**src/rtl/pipe_pkg.sv**
```systemverilog
// Shared definitions for the hazard scoreboard: entry layout, forward-select
// encoding, control decision type and a constant clog2 helper.
package pipe_pkg;

  // Entry field offsets; register-address fields follow the flag bits.
  localparam int unsigned F_V  = 0;
  localparam int unsigned F_WE = 1;
  localparam int unsigned F_LD = 2;
  localparam int unsigned F_RD = 3;

  // Forward-select value meaning "take the operand from the register file".
  localparam int unsigned FWD_RF = 0;

  typedef enum logic [1:0] {
    CTL_RUN,
    CTL_MEMWAIT,
    CTL_HAZARD,
    CTL_REDIRECT
  } ctl_e;

  function automatic int unsigned f_rs(input int unsigned raw);
    return F_RD + raw;
  endfunction

  function automatic int unsigned f_rt(input int unsigned raw);
    return F_RD + 2 * raw;
  endfunction

  function automatic int unsigned ent_w(input int unsigned raw);
    return F_RD + 3 * raw;
  endfunction

  function automatic int unsigned clog2(input int unsigned n);
    int unsigned r;
    r = 0;
    for (int unsigned i = 0; i < 32; i++)
      if ((64'd1 << i) < 64'(n)) r = i + 1;
    return r;
  endfunction

endpackage

```
**src/rtl/hz_match.sv**
```systemverilog
// Nearest-producer priority encoder: returns the lowest stage index whose
// active destination equals src, or 0 when nothing matches or src is r0.
module hz_match #(
  parameter int unsigned NSTG = 3,
  parameter int unsigned RAW  = 5,
  parameter int unsigned FSW  = 2
) (
  input  logic [RAW-1:0]      src,
  input  logic [NSTG:1]       act,
  input  logic [NSTG*RAW-1:0] rd,
  output logic [FSW-1:0]      idx
);

  // Scan oldest to youngest so the youngest match overwrites older ones.
  always_comb begin
    idx = '0;
    for (int unsigned k = NSTG; k >= 1; k--)
      if (act[k] && (src != '0) && (rd[(k-1)*RAW +: RAW] == src))
        idx = FSW'(k);
  end

endmodule

```
**src/rtl/hazard_scoreboard.sv**
```systemverilog
// Pipeline hazard scoreboard: tracks in-flight writers after decode, produces
// stall/flush controls, operand forward selects and performance counters.
module hazard_scoreboard
  import pipe_pkg::*;
#(
  parameter int unsigned NSTG  = 3,
  parameter int unsigned RAW   = 5,
  parameter int unsigned LDSTG = 2,
  parameter int unsigned CNTW  = 16
) (
  input  logic                         CLK,
  input  logic                         RST,
  input  logic                         IssueD,
  input  logic [RAW-1:0]               RsD,
  input  logic [RAW-1:0]               RtD,
  input  logic                         UseRsD,
  input  logic                         UseRtD,
  input  logic                         BranchD,
  input  logic                         WeD,
  input  logic                         LoadD,
  input  logic [RAW-1:0]               RdD,
  input  logic                         TakenD,
  input  logic                         MemBusy,
  input  logic                         ClrCnt,
  output logic                         StallF,
  output logic                         FlushD,
  output logic                         FlushE,
  output logic [clog2(NSTG+1)-1:0]     FwdAD,
  output logic [clog2(NSTG+1)-1:0]     FwdBD,
  output logic [clog2(NSTG+1)-1:0]     FwdAE,
  output logic [clog2(NSTG+1)-1:0]     FwdBE,
  output logic [CNTW-1:0]              StallCnt,
  output logic [CNTW-1:0]              FlushCnt
);

  localparam int unsigned FSW = clog2(NSTG + 1);
  localparam int unsigned EW  = ent_w(RAW);
  localparam int unsigned RSO = f_rs(RAW);
  localparam int unsigned RTO = f_rt(RAW);

  logic [EW-1:0]       ent [1:NSTG];
  logic [EW-1:0]       dec_ent;
  logic [NSTG:1]       act, act_e, ldv;
  logic [NSTG*RAW-1:0] rdv;
  logic [FSW-1:0]      idx_ad, idx_bd, idx_ae, idx_be;
  logic                ld_a, ld_b, hz_stall;
  ctl_e                ctl;

  function automatic logic src_hazard(input logic used, input logic br,
                                      input logic [FSW-1:0] idx, input logic ld);
    if (!used || idx == '0) return 1'b0;
    if (br) return (idx == FSW'(1)) || (ld && (32'(idx) < LDSTG));
    return ld && (32'(idx) + 1 < LDSTG);
  endfunction

  // Flatten the entry array into match vectors; E-side search skips entry 1.
  always_comb begin
    act = '0;
    ldv = '0;
    rdv = '0;
    for (int unsigned k = 1; k <= NSTG; k++) begin
      act[k] = ent[k][F_V] & ent[k][F_WE];
      ldv[k] = ent[k][F_LD];
      rdv[(k-1)*RAW +: RAW] = ent[k][F_RD +: RAW];
    end
    act_e    = act;
    act_e[1] = 1'b0;
  end

  hz_match #(.NSTG(NSTG), .RAW(RAW), .FSW(FSW)) u_match_ad (
    .src(RsD), .act(act), .rd(rdv), .idx(idx_ad)
  );
  hz_match #(.NSTG(NSTG), .RAW(RAW), .FSW(FSW)) u_match_bd (
    .src(RtD), .act(act), .rd(rdv), .idx(idx_bd)
  );
  hz_match #(.NSTG(NSTG), .RAW(RAW), .FSW(FSW)) u_match_ae (
    .src(ent[1][RSO +: RAW]), .act(act_e), .rd(rdv), .idx(idx_ae)
  );
  hz_match #(.NSTG(NSTG), .RAW(RAW), .FSW(FSW)) u_match_be (
    .src(ent[1][RTO +: RAW]), .act(act_e), .rd(rdv), .idx(idx_be)
  );

  // Load flag of each decode source's nearest producer, and the stall decision.
  // Decode sources search from entry 1; when a branch does not stall, the
  // nearest match cannot be entry 1, so the same index serves as forward select.
  always_comb begin
    ld_a = 1'b0;
    ld_b = 1'b0;
    for (int unsigned k = 1; k <= NSTG; k++) begin
      if (idx_ad == FSW'(k)) ld_a = ldv[k];
      if (idx_bd == FSW'(k)) ld_b = ldv[k];
    end
    hz_stall = src_hazard(UseRsD, BranchD, idx_ad, ld_a) |
               src_hazard(UseRtD, BranchD, idx_bd, ld_b);
  end

  // Forward selects for decode-stage compares and the E-stage operands.
  always_comb begin
    FwdAD = FSW'(FWD_RF);
    FwdBD = FSW'(FWD_RF);
    FwdAE = FSW'(FWD_RF);
    FwdBE = FSW'(FWD_RF);
    if (BranchD && !hz_stall) begin
      FwdAD = idx_ad;
      FwdBD = idx_bd;
    end
    if (ent[1][F_V]) begin
      FwdAE = idx_ae;
      FwdBE = idx_be;
    end
  end

  // Pipe control: memory wait beats hazard stall, which beats redirect.
  always_comb begin
    if (MemBusy)       ctl = CTL_MEMWAIT;
    else if (hz_stall) ctl = CTL_HAZARD;
    else if (TakenD)   ctl = CTL_REDIRECT;
    else               ctl = CTL_RUN;
    StallF = 1'b0;
    FlushD = 1'b0;
    FlushE = 1'b0;
    case (ctl)
      CTL_MEMWAIT:  StallF = 1'b1;
      CTL_HAZARD: begin
        StallF = 1'b1;
        FlushE = 1'b1;
      end
      CTL_REDIRECT: FlushD = 1'b1;
      default: ;
    endcase
  end

  // Pack the decode instruction into entry layout.
  always_comb begin
    dec_ent             = '0;
    dec_ent[F_V]        = 1'b1;
    dec_ent[F_WE]       = WeD;
    dec_ent[F_LD]       = LoadD;
    dec_ent[F_RD +: RAW] = RdD;
    dec_ent[RSO +: RAW] = RsD;
    dec_ent[RTO +: RAW] = RtD;
  end

  // Entry shift register; frozen while memory is busy, bubble on stall/no issue.
  always_ff @(posedge CLK or posedge RST) begin
    if (RST) begin
      for (int unsigned k = 1; k <= NSTG; k++) ent[k] <= '0;
    end else if (!MemBusy) begin
      ent[1] <= (IssueD && !hz_stall) ? dec_ent : '0;
      for (int unsigned k = 2; k <= NSTG; k++) ent[k] <= ent[k-1];
    end
  end

  // Saturating performance counters with synchronous clear.
  always_ff @(posedge CLK or posedge RST) begin
    if (RST) begin
      StallCnt <= '0;
      FlushCnt <= '0;
    end else if (ClrCnt) begin
      StallCnt <= '0;
      FlushCnt <= '0;
    end else begin
      if (StallF && (StallCnt != '1))            StallCnt <= StallCnt + CNTW'(1);
      if ((FlushD || FlushE) && (FlushCnt != '1)) FlushCnt <= FlushCnt + CNTW'(1);
    end
  end

endmodule

```
**config.mk**
```make
export PLATFORM = sky130hd
export DESIGN_NAME = hazard_scoreboard
export DESIGN_NICKNAME = d
export VERILOG_FILES = /design/src/rtl/pipe_pkg.sv /design/src/rtl/hz_match.sv /design/src/rtl/hazard_scoreboard.sv
export SDC_FILE = /design/constraint.sdc
export NUM_CORES = 1
export LEC_CHECK = 0
export ABC_AREA = 1
export CAP_MARGIN = 20
export CORE_MARGIN = 3
export CORE_UTILIZATION = 40
export CTS_BUF_LIST = sky130_fd_sc_hd__clkbuf_16
export CTS_CLUSTER_DIAMETER = 30
export CTS_CLUSTER_SIZE = 28
export DETAILED_ROUTE_END_ITERATION = 10
export PLACE_DENSITY = 0.73
export REMOVE_ABC_BUFFERS = 1
export SYNTH_ARGS = -nofsm -noshare
export SYNTH_HDL_FRONTEND = slang
export SYNTH_HIERARCHICAL = 1
export SYNTH_SLANG_ARGS = --single-unit
```
**constraint.sdc**
```tcl
create_clock -name CLK -period 5.3 [get_ports CLK]
set_clock_uncertainty 0.15 [all_clocks]
set_input_delay 0.795 -clock CLK [delete_from_list [all_inputs] [get_ports CLK]]
set_output_delay 0.795 -clock CLK [all_outputs]
set_load 0.05 [all_outputs]
```
# Word level (Yosys, flattened, before mapping)
# Cells that the tools add are included.
[word_totals]
elab_cells = 127
output_inout_bits = 43
regBits = 66
[op_classes]
bitwise = 4
n_eq_ne = 21
n_lt_le_gt_ge = 4
n_reduce_logical = 45
addsub = 4
muxes = 44
[op_table]
columns = ["cell", "count"]
rows = [
  ["$mux W16", 4],
  ["$eq A5 B5 Y1", 10],
  ["$mux W2", 17],
  ["$add A16 B1 Y16 const B", 2],
  ["$ne A16 B16 Y1 const B", 2],
  ["$logic_and A1 B1 Y1", 28],
  ["$mux W1", 22],
  ["$reduce_bool A5 Y1", 4],
  ["$mux W18", 1],
  ["$eq A2 B2 Y1 const B", 6],
  ["$add A2 B1 Y3 const B", 2],
  ["$eq A2 B1 Y1 const B", 3],
  ["$lt A3 B2 Y1 const B", 2],
  ["$logic_or A1 B1 Y1", 5],
  ["$logic_not A2 Y1", 2],
  ["$lt A2 B2 Y1 const B", 2],
  ["$reduce_bool A2 Y1", 2],
  ["$and A1 B1 Y1", 3],
  ["$logic_not A1 Y1", 3],
  ["$reduce_or A2 Y1", 1],
  ["$or A1 B1 Y1", 1],
]

# Logic depth before layout (Yosys ltp)
[depth]
ltp_word = 24
ltp_mapped = 20
depth_no_buf = 20

# By module
# The synthesis kept the hierarchy.
[modules_own_cells]
columns = ["module", "instances", "area_each_um2", "cells_each"]
rows = [
  ["hazard_scoreboard", 1, 3357.0, 452],
  ["hz_match", 4, 320.3, 79],
]

# Worst setup path before layout
# OpenSTA, ideal clock, no wires.
[synth_timing]
path_kind = "input to output"
startpoint = "input RsD[3]"
endpoint = "output StallF"
slack_ns = 1.954
required_time_ns = 4.355
arrival_time_ns = 2.401
stages = 15
path_cell_list = "inv_1 -> nand2_1 -> nand2_1 -> nor2_1 -> nand2_1 -> nor2_1 -> nor2_1 -> nor2_2 -> inv_1 -> nand4_1 -> nand2_1 -> o21ai_0 -> inv_1 -> ha_1 -> inv_1"
[synth_via]
elab_chain_cells = 21
elab_cells_between_ends = 38
classes_between = "add/sub: 1; order compare: 2; eq/ne: 8; mux: 13; bitwise: 1; reduce/logical: 13"
[synth_rtl]
columns = ["item", "line_no", "text"]
rows = [
  ["from (decl)", "hazard_scoreboard.sv:14", "input logic [RAW-1:0] RsD,"],
  ["$reduce_bool A5 Y1", "hz_match.sv:18", "if (act[k] && (src != '0) && (rd[(k-1)*RAW +: RAW] == src))"],
  ["$logic_and A1 B1 Y1 (2 in a row)", "hz_match.sv:18", ""],
  ["$mux W2 (2 in a row)", "hz_match.sv:18", ""],
  ["$mux W2 *", "hz_match.sv:18", ""],
  ["net idx_ad[1]", "hazard_scoreboard.sv:45", "logic [FSW-1:0] idx_ad, idx_bd, idx_ae, idx_be;"],
  ["$eq A2 B1 Y1", "hazard_scoreboard.sv:52, hazard_scoreboard.sv:90", ""],
  ["$mux W1 (3 in a row)", "hazard_scoreboard.sv:90", "if (idx_ad == FSW'(k)) ld_a = ldv[k];"],
  ["$logic_and A1 B1 Y1", "hazard_scoreboard.sv:52", "if (br) return (idx == FSW'(1)) || (ld && (32'(idx) < LDSTG));"],
  ["[... 2 more ...]", "n/a", ""],
  ["$mux W1", "hazard_scoreboard.sv:53", "return ld && (32'(idx) + 1 < LDSTG);"],
  ["$mux W1 *", "hazard_scoreboard.sv:52", ""],
  ["$or A1 B1 Y1 *", "hazard_scoreboard.sv:93", "hz_stall = src_hazard(UseRsD, BranchD, idx_ad, ld_a) |"],
  ["$mux W2 *", "hazard_scoreboard.sv:116", "else if (hz_stall) ctl = CTL_HAZARD;"],
  ["$mux W2 *", "hazard_scoreboard.sv:115", "if (MemBusy) ctl = CTL_MEMWAIT;"],
  ["$eq A2 B2 Y1 / $eq A2 B1 Y1 (equally long branches)", "hazard_scoreboard.sv:122", "case (ctl)"],
  ["$reduce_or A2 Y1 (no source line) *", "n/a", ""],
  ["$mux W1 *", "hazard_scoreboard.sv:122", ""],
  ["to (decl)", "hazard_scoreboard.sv:25", "output logic StallF,"],
]
# The timed path passes the listed nets; every way through them passes the cells marked *.

# Final worst setup path
[layout_timing]
startpoint = "input RsD[2]"
endpoint = "output FlushD"
[layout_via]
elab_chain_cells = 20
elab_cells_between_ends = 36
classes_between = "add/sub: 1; order compare: 2; eq/ne: 7; mux: 13; bitwise: 1; reduce/logical: 12"
[layout_rtl]
columns = ["item", "line_no", "text"]
rows = [
  ["$reduce_bool A5 Y1", "hz_match.sv:18", ""],
  ["$logic_and A1 B1 Y1 (2 in a row)", "hz_match.sv:18", ""],
  ["$mux W2 (2 in a row)", "hz_match.sv:18", ""],
  ["$mux W2 *", "hz_match.sv:18", ""],
  ["net idx_ad[1]", "hazard_scoreboard.sv:45", ""],
  ["$eq A2 B1 Y1", "hazard_scoreboard.sv:52, hazard_scoreboard.sv:90", ""],
  ["$mux W1 (3 in a row)", "hazard_scoreboard.sv:90", ""],
  ["$logic_and A1 B1 Y1", "hazard_scoreboard.sv:52", ""],
  ["$logic_or A1 B1 Y1", "hazard_scoreboard.sv:52", ""],
  ["$mux W1", "hazard_scoreboard.sv:52", ""],
  ["$mux W1", "hazard_scoreboard.sv:53", ""],
  ["$mux W1 *", "hazard_scoreboard.sv:52", ""],
  ["$or A1 B1 Y1 *", "hazard_scoreboard.sv:93", ""],
  ["$mux W2 *", "hazard_scoreboard.sv:116", ""],
  ["$mux W2 *", "hazard_scoreboard.sv:115", ""],
  ["$eq A2 B2 Y1 *", "hazard_scoreboard.sv:122", ""],
  ["$mux W1 *", "hazard_scoreboard.sv:122", ""],
  ["to (decl)", "hazard_scoreboard.sv:26", "output logic FlushD,"],
]
# Marks and branches as above.

==> metrics <==
Pwr Density=about 230 mW/mm2; fin crit share=a little under nine tenths; metal3 WL=609 um; initial antenna violation count=0; Hold Path Cell Cnt=2; Yosys cell types=24; Final min period=4.56 ns; clk root buf=clkbuf_16; Synth area leader=dfrtp_1; post-synth top area share=34.0%; WL met2=5620 um; hold crit path type=reg -> reg; mux cell area share after synthesis=0%; I/O Buffers=between 60 and 70; Post-DP HPWL=around 8600 um; Initial Util=41.9%; # IOs=69; Synth Area in Compound Gates=under 10%; Routed WL per cell=12.4 um; GRT Total Usage=19.4%; first-pass GRT wire length=around 20000 um; Mapped Area=0.00464 mm2; core area=0.0111 mm2; total CTS buffers=9; H-tree levels=3; share of cells above drive strength 1=6.21%; crit-path cells=clkdlybuf4s50_1, inv_2, nand2_1, nand2_1, nor2_1, nand2_1, nor2_1, nor2_1, nor2_2, inv_1, nand4_1, nand2_1, o21ai_0, ha_1, clkdlybuf4s50_1; max-cap violations=0; TritonCTS clock tree=built; # diodes=0; Cells after Synth=around 770; DRT antenna net count=0; slew of the pin with the lowest slew margin=0.847 ns; adder-cell share of the synthesized area=approximately 1.1%; Crit path largest cell delay=0.83 ns; Synth Flop Type=dfrtp_1; main combinational cell family by area after synthesis=simple AND/OR/NAND/NOR gates; yosys warns=6; Multi-input gate area=~0.0025 mm2; HP Start=ent[1]$_DFFE_PP0N_; register area share after synthesis=34.0%; final WL=12100 um; most frequent cell after synthesis=nand2_1; critical path launch point type=primary input; DIE AREA=0.0129 mm2; Post-Synth Simple-Gate Area=44.1%; Max Buffers Root-to-Sink=2; endpoint type of the worst setup path=primary output; CTS clock-pin slew for the worst setup and hold paths=0.05 ns; Req. time, crit path=approximately 4.4 ns; largest net degree at the start of global routing=64; Post-Route M1 WL=5690 um; DRC viols=0; Setup-failing EPs final=0; Clk Latency, worst-skew pair=0.33 ns; # rows=38; die height=114 um; Fmax=0.219 GHz; Non-Filler Instances=978; clk sink count=63; Slew HR=43.2%; Die W=114 um; status=completed; WS Path Type=in -> out; # resized after CTS=0; via/cell ratio=4.85; Max FO, Critical Path=5; Vias=~4700; synthesized flop and latch total=between 60 and 70; placed cell count=965; Critical R2R Launch=ent[24]$_DFFE_PP0N_; RSZ-0062 raised after global routing=false; final slew viol count=0; Critical Path Most Common Cell=nand2_1; CP max stage cell=clkdlybuf4s50_1; total gr overflow=0; top sig layer=met4; r2r worst-path depth=18; register area=between 0.0015 and 0.002 mm2; setup bufs post-CTS=0; CP Launch Point=RsD[2]; Nets=866; top post-synthesis cells by count=nand2_1 (311), inv_1 (109), nor2_1 (101), dfrtp_1 (63), o21ai_0 (32); ys async rst share=100%; drt first pass iters=5; P_leak=2.86 nW; hold buffer count at cts=0; Syn Area/Cell=6.04 um2; Worst EP arrival=3.62 ns; Placer Congestion=about 0.89; vias in the first global route=4455; number of synthesized flops with an enable pin=0; Final Hold Fails=0; xor/xnor share of the synthesized area=3.02%; top cells by area, synth=dfrtp_1 (34%), nand2_1 (25%), inv_1 (8.8%); Area Growth Syn to Fin=22.6%; fill cell count=between 1000 and 1500; Initial DRC Count=306; setup TNS=0 ns; Worst VDD drop=0.144 mV
[flip-flops by register name (all words and copies together) (netlist names)]
register,flops
StallCnt,16
ent,31
FlushCnt,16
[stage by stage]
| stage | hold slack [ns] | cell area, um2 | utilization (%) | total power, mW | worst slack (ns) |
|---|---|---|---|---|---|
| 2_1_floorplan | 0.297 | 4570 | - | 0.720 | 1.95 |
| 3_3_place_gp | 0.314 | 5440 | 49.1 | 0.809 | 0.756 |
| 3_5_place_dp | 0.318 | 5440 | 49.1 | 0.812 | 0.737 |
| 4_1_cts | 0.333 | 5690 | 51.3 | 1.32 | 0.723 |
| 5_1_grt | 0.374 | 5690 | 51.3 | 1.38 | 0.519 |
| 6_report | 0.334 | 5690 | 51.3 | 1.31 | 0.736 |
[cell usage in the layout (no fill, tap or decap)]
cell | synthesis | final
buf_12 | 0 | 1
buf_4 | 0 | 2
clkbuf_16 | 0 | 9
clkdlybuf4s50_1 | 0 | 66
clkinv_1 | 2 | 3
clkinv_2 | 0 | 2
conb_1 | 1 | 2
dfrtp_1 | 63 | 63
ha_1 | 4 | 4
inv_1 | 109 | 109
inv_2 | 14 | 15
nand2_1 | 311 | 311
nand2_2 | 1 | 1
nand3_1 | 25 | 25
nand3_2 | 2 | 2
nand4_1 | 28 | 28
nor2_1 | 101 | 101
nor2_2 | 17 | 17
nor2_4 | 3 | 3
nor3_1 | 1 | 1
o21ai_0 | 32 | 32
o21ai_1 | 10 | 10
o21bai_1 | 5 | 5
o22ai_1 | 6 | 6
or2_1 | 4 | 4
xor2_1 | 16 | 16
[worst max-delay path: cells and delay by family]
family                   cells  cell delay [ns]
AO/OA/AOI/OAI                1             0.24
AND/OR/NAND/NOR              9             0.80
buffers and inverters        4             1.57
adder cells (fa/ha/maj)      1             0.22
[worst paths after layout]
path	slack [ns]	end
max in group asynchronous	3.58	ent[49]$_DFFE_PP0N_
worst max-delay path	0.74	FlushD
min in group asynchronous	0.88	ent[37]$_DFFE_PP0N_
worst max register to register	2.04	StallCnt[10]$_DFFE_PP0P_
worst min register to register	0.33	ent[1]$_DFFE_PP0N_
worst min-delay path	0.33	ent[1]$_DFFE_PP0N_
[cell type report]
cell class / instances / share of cell area (%)
inverters: 125 / 8.25
repair buffers: 69 / 12.2
flip-flops and latches: 63 / 27.7
clock inverters: 4 / 0.308
clock buffers: 9 / 3.96
multi-input cells: 568 / 44.4
well taps: 140 / 3.08
[cell families after synthesis]
logic type                 Yosys count
and+or+nand+nor                    493
buffers and inverters              138
DFF                                 63
AOI/OAI and AO/OA                   53
xor gates and xnor gates            16
adders and majority gates            4
other                                1
[power breakdown]
group / internal, mW / total (mW) / switching (mW)
clock: 0.303 / 0.504 / 0.201
combinational: 0.0916 / 0.248 / 0.157
sequential: 0.507 / 0.557 / 0.0500
total: 0.901 / 1.31 / 0.408
[per-layer routing]
| layer | up-vias | global-route usage [%] |
|---|---|---|
| li1 | 2467 | - |
| met1 | 2149 | 25.5 |
| met2 | 119 | 32.4 |
| met3 | 13 | 3.71 |
| met4 | 0 | 5.69 |
| met5 | - | 0 |
Note: power is estimated with default switching activity, not from simulation.
==> RTL edit (same settings) <==
Put one more register stage on the output `FlushCnt`, cleared by the reset. The value now appears one clock later. The other outputs are not delayed to match.
--- a/src/rtl/hazard_scoreboard.sv
+++ b/src/rtl/hazard_scoreboard.sv
@@ -37,6 +37,8 @@
   localparam int unsigned EW  = ent_w(RAW);
   localparam int unsigned RSO = f_rs(RAW);
   localparam int unsigned RTO = f_rt(RAW);
+
+  logic [CNTW-1:0] FlushCnt_s0;
 
   logic [EW-1:0]       ent [1:NSTG];
   logic [EW-1:0]       dec_ent;
@@ -155,13 +157,21 @@
   always_ff @(posedge CLK or posedge RST) begin
     if (RST) begin
       StallCnt <= '0;
-      FlushCnt <= '0;
+      FlushCnt_s0 <= '0;
     end else if (ClrCnt) begin
       StallCnt <= '0;
+      FlushCnt_s0 <= '0;
+    end else begin
+      if (StallF && (StallCnt != '1))            StallCnt <= StallCnt + CNTW'(1);
+      if ((FlushD || FlushE) && (FlushCnt_s0 != '1)) FlushCnt_s0 <= FlushCnt_s0 + CNTW'(1);
+    end
+  end
+
+  always_ff @(posedge CLK or posedge RST) begin
+    if (RST) begin
       FlushCnt <= '0;
     end else begin
-      if (StallF && (StallCnt != '1))            StallCnt <= StallCnt + CNTW'(1);
-      if ((FlushD || FlushE) && (FlushCnt != '1)) FlushCnt <= FlushCnt + CNTW'(1);
+      FlushCnt <= FlushCnt_s0;
     end
   end
 
Behaviour: not the same (a bounded check fails within 4 cycles, from zero or initial values and one cycle with RST high).
==> RTL edit against the unedited design <==
Sequential cell count up 16; total power grew 18%; design area increased by 8.6%; wire length rose by 2.4%; clock power increased by 22%; critical path depth unchanged; first-iteration DRC count is 21% lower; setup slack got worse by 110 ps; sequential share of layout area increased by 4.3 points; die area grew 8.4%; non-clock buffer count up 1; area after synthesis increased by 8.9%.
==> RTL edit: results (changes against the unedited design) <==
- Vias/cell: 4.73 (-2.5%)
- Yosys warning count: 6 (unchanged)
- DR iter-0 viols: 242 (-21%)
- Root Buffer: clkbuf_16
- Drt drc: 0 (unchanged)
- GR Util met3: 0.0407 (+0.00353)
- Worst-margin pin slew: 915 ps (+68.6 ps)
- P_clk: 613 uW (+22%)
- Sequential fraction of the synthesis area: 0.391 (+0.0515)
- Commonest cells post-synth: 316 x nand2_1, 110 x inv_1, 99 x nor2_1, 79 x dfrtp_1, 34 x o21ai_0
- N_diodes: 0 (unchanged)
- Switching share of total power: 0.299 (-0.0128)
- Routability cong.: 0.867 (-2.4%)
- Max Buffers Root-to-Sink: 2 (unchanged)
- First-pass GRT wire length: 21700 um (+6.2%)
- Post-synth cell types: 24 (unchanged)
- Port Buffers: 67 (unchanged)
- Crit-path leading delay family: buffers and inverters
- Post-cts sizing count: 0 (unchanged)
- Slowest cell on the critical path: clkdlybuf4s50_1
- H-tree depth: 3 (unchanged)
- Area contributors post-synth: dfrtp_1 39%, nand2_1 23%, inv_1 8.2%, nor2_1 7.4%, nand4_1 4.1%
- Largest stage delay on the critical path: 820 ps
- Total CTS buffers: 9 (unchanged)
- Largest register FFs: 31 (unchanged)
- Initial antenna violation count: 0 (unchanged)
- Setup_tns: 0 ps (unchanged)
- Detailed Routing Iterations Pass 1: 5 (unchanged)
- Clk slew on worst S/H paths: 60 ps
- Comb pwr: 249 uW
- DRT antenna net count: 0 (unchanged)
- Layout cell share with drive strength beyond 1: 0.0627 (+0.000665)
- Pwr Total: 1.54 mW (+18%)
- Final #Nets: 886 (+2.3%)
- Hold Path Class: register to register
- Largest net degree at the start of global routing: 52 (-19%)
- Leak Pwr: 3.13 nW (+9.5%)
- Met1 Use GR: 0.248 (-0.00643)
- Vias in the first global route: 4640 (+4.2%)
- GRT met2 Usage: 0.307 (-0.0170)
- Post-DP HPWL: 8970 um (+4.1%)
- Main flop type after synthesis: dfrtp_1
- Synth async-reset ratio: 1.00 (unchanged)
- Top reg by flops: ent
- Status: completed
- Maximum vdd drop: 0.000166 V (+16%)
- CP Max Fanout: 5 (unchanged)
- Final wirelength: 12400 um (+2.4%)
- All-Layer GR Usage: 0.186 (-0.00731)
- Post-CTS Setup Bufs: 0 (unchanged)
RTL edit: cell count changes after synthesis, sizes merged, moves of 2 or more:
cell / delta
buf: +2
dfrtp: +16
nand2: +5
nand3: -2
nand4: +5
nor2: -4
or2: +3
xor2: -3
RTL edit: worst paths after layout:
check                      slack, ps  cells after the start            start               to
setup / recovery                 630                     15           RtD[2]           FlushD
hold / removal                   310                      0  FlushCnt_s0[15]     FlushCnt[15]
setup reg to reg                2090                     19          ent[24]  FlushCnt_s0[14]
hold reg to reg                  310                      0  FlushCnt_s0[15]     FlushCnt[15]
max in group asynchronous       3310                      3              RST      FlushCnt[1]
min in group asynchronous        790                      2              RST     StallCnt[15]
RTL edit: area by class of cell:
cell class                 count  area (um2)
clock buffer                   9         225
clock inverter                 7        65.1
fill                        1237        5990
inverter                     125         470
multi-input combinational    571        2530
sequential                    79        1980
tap                          168         210
timing repair buffer          70         691
RTL edit: cells by family (layout without fill, tap and decap cells):
group                      after synthesis  count (layout)  synth area share
and+or+nand+nor                        499             499             0.411
buffers and inverters                  139             211             0.108
DFF                                     79              79             0.391
AOI/OAI and AO/OA                       53              53            0.0565
xor gates and xnor gates                13              13            0.0225
adders and majority gates                4               4           0.00991
other                                    1               2          0.000742
RTL edit: routing by layer:
metal / wire length, um / up-vias
li1: - / 2534
met1: 5880 / 2218
met2: 5740 / 102
met3: 581 / 15
met4: 174 / 0
met5: 0 / -
RTL edit: through the flow:
step                utilization  worst slack, ps  hold WS, ps  area (um2)  cells
finish                    0.508              629          311        6170   1029
floorplan                     -             1940          249        4980    775
global placement          0.484              669          296        5880   1013
CTS                       0.508              649          312        6170   1029
global route              0.508              403          341        6170   1029
detailed placement        0.484              675          297        5880   1013
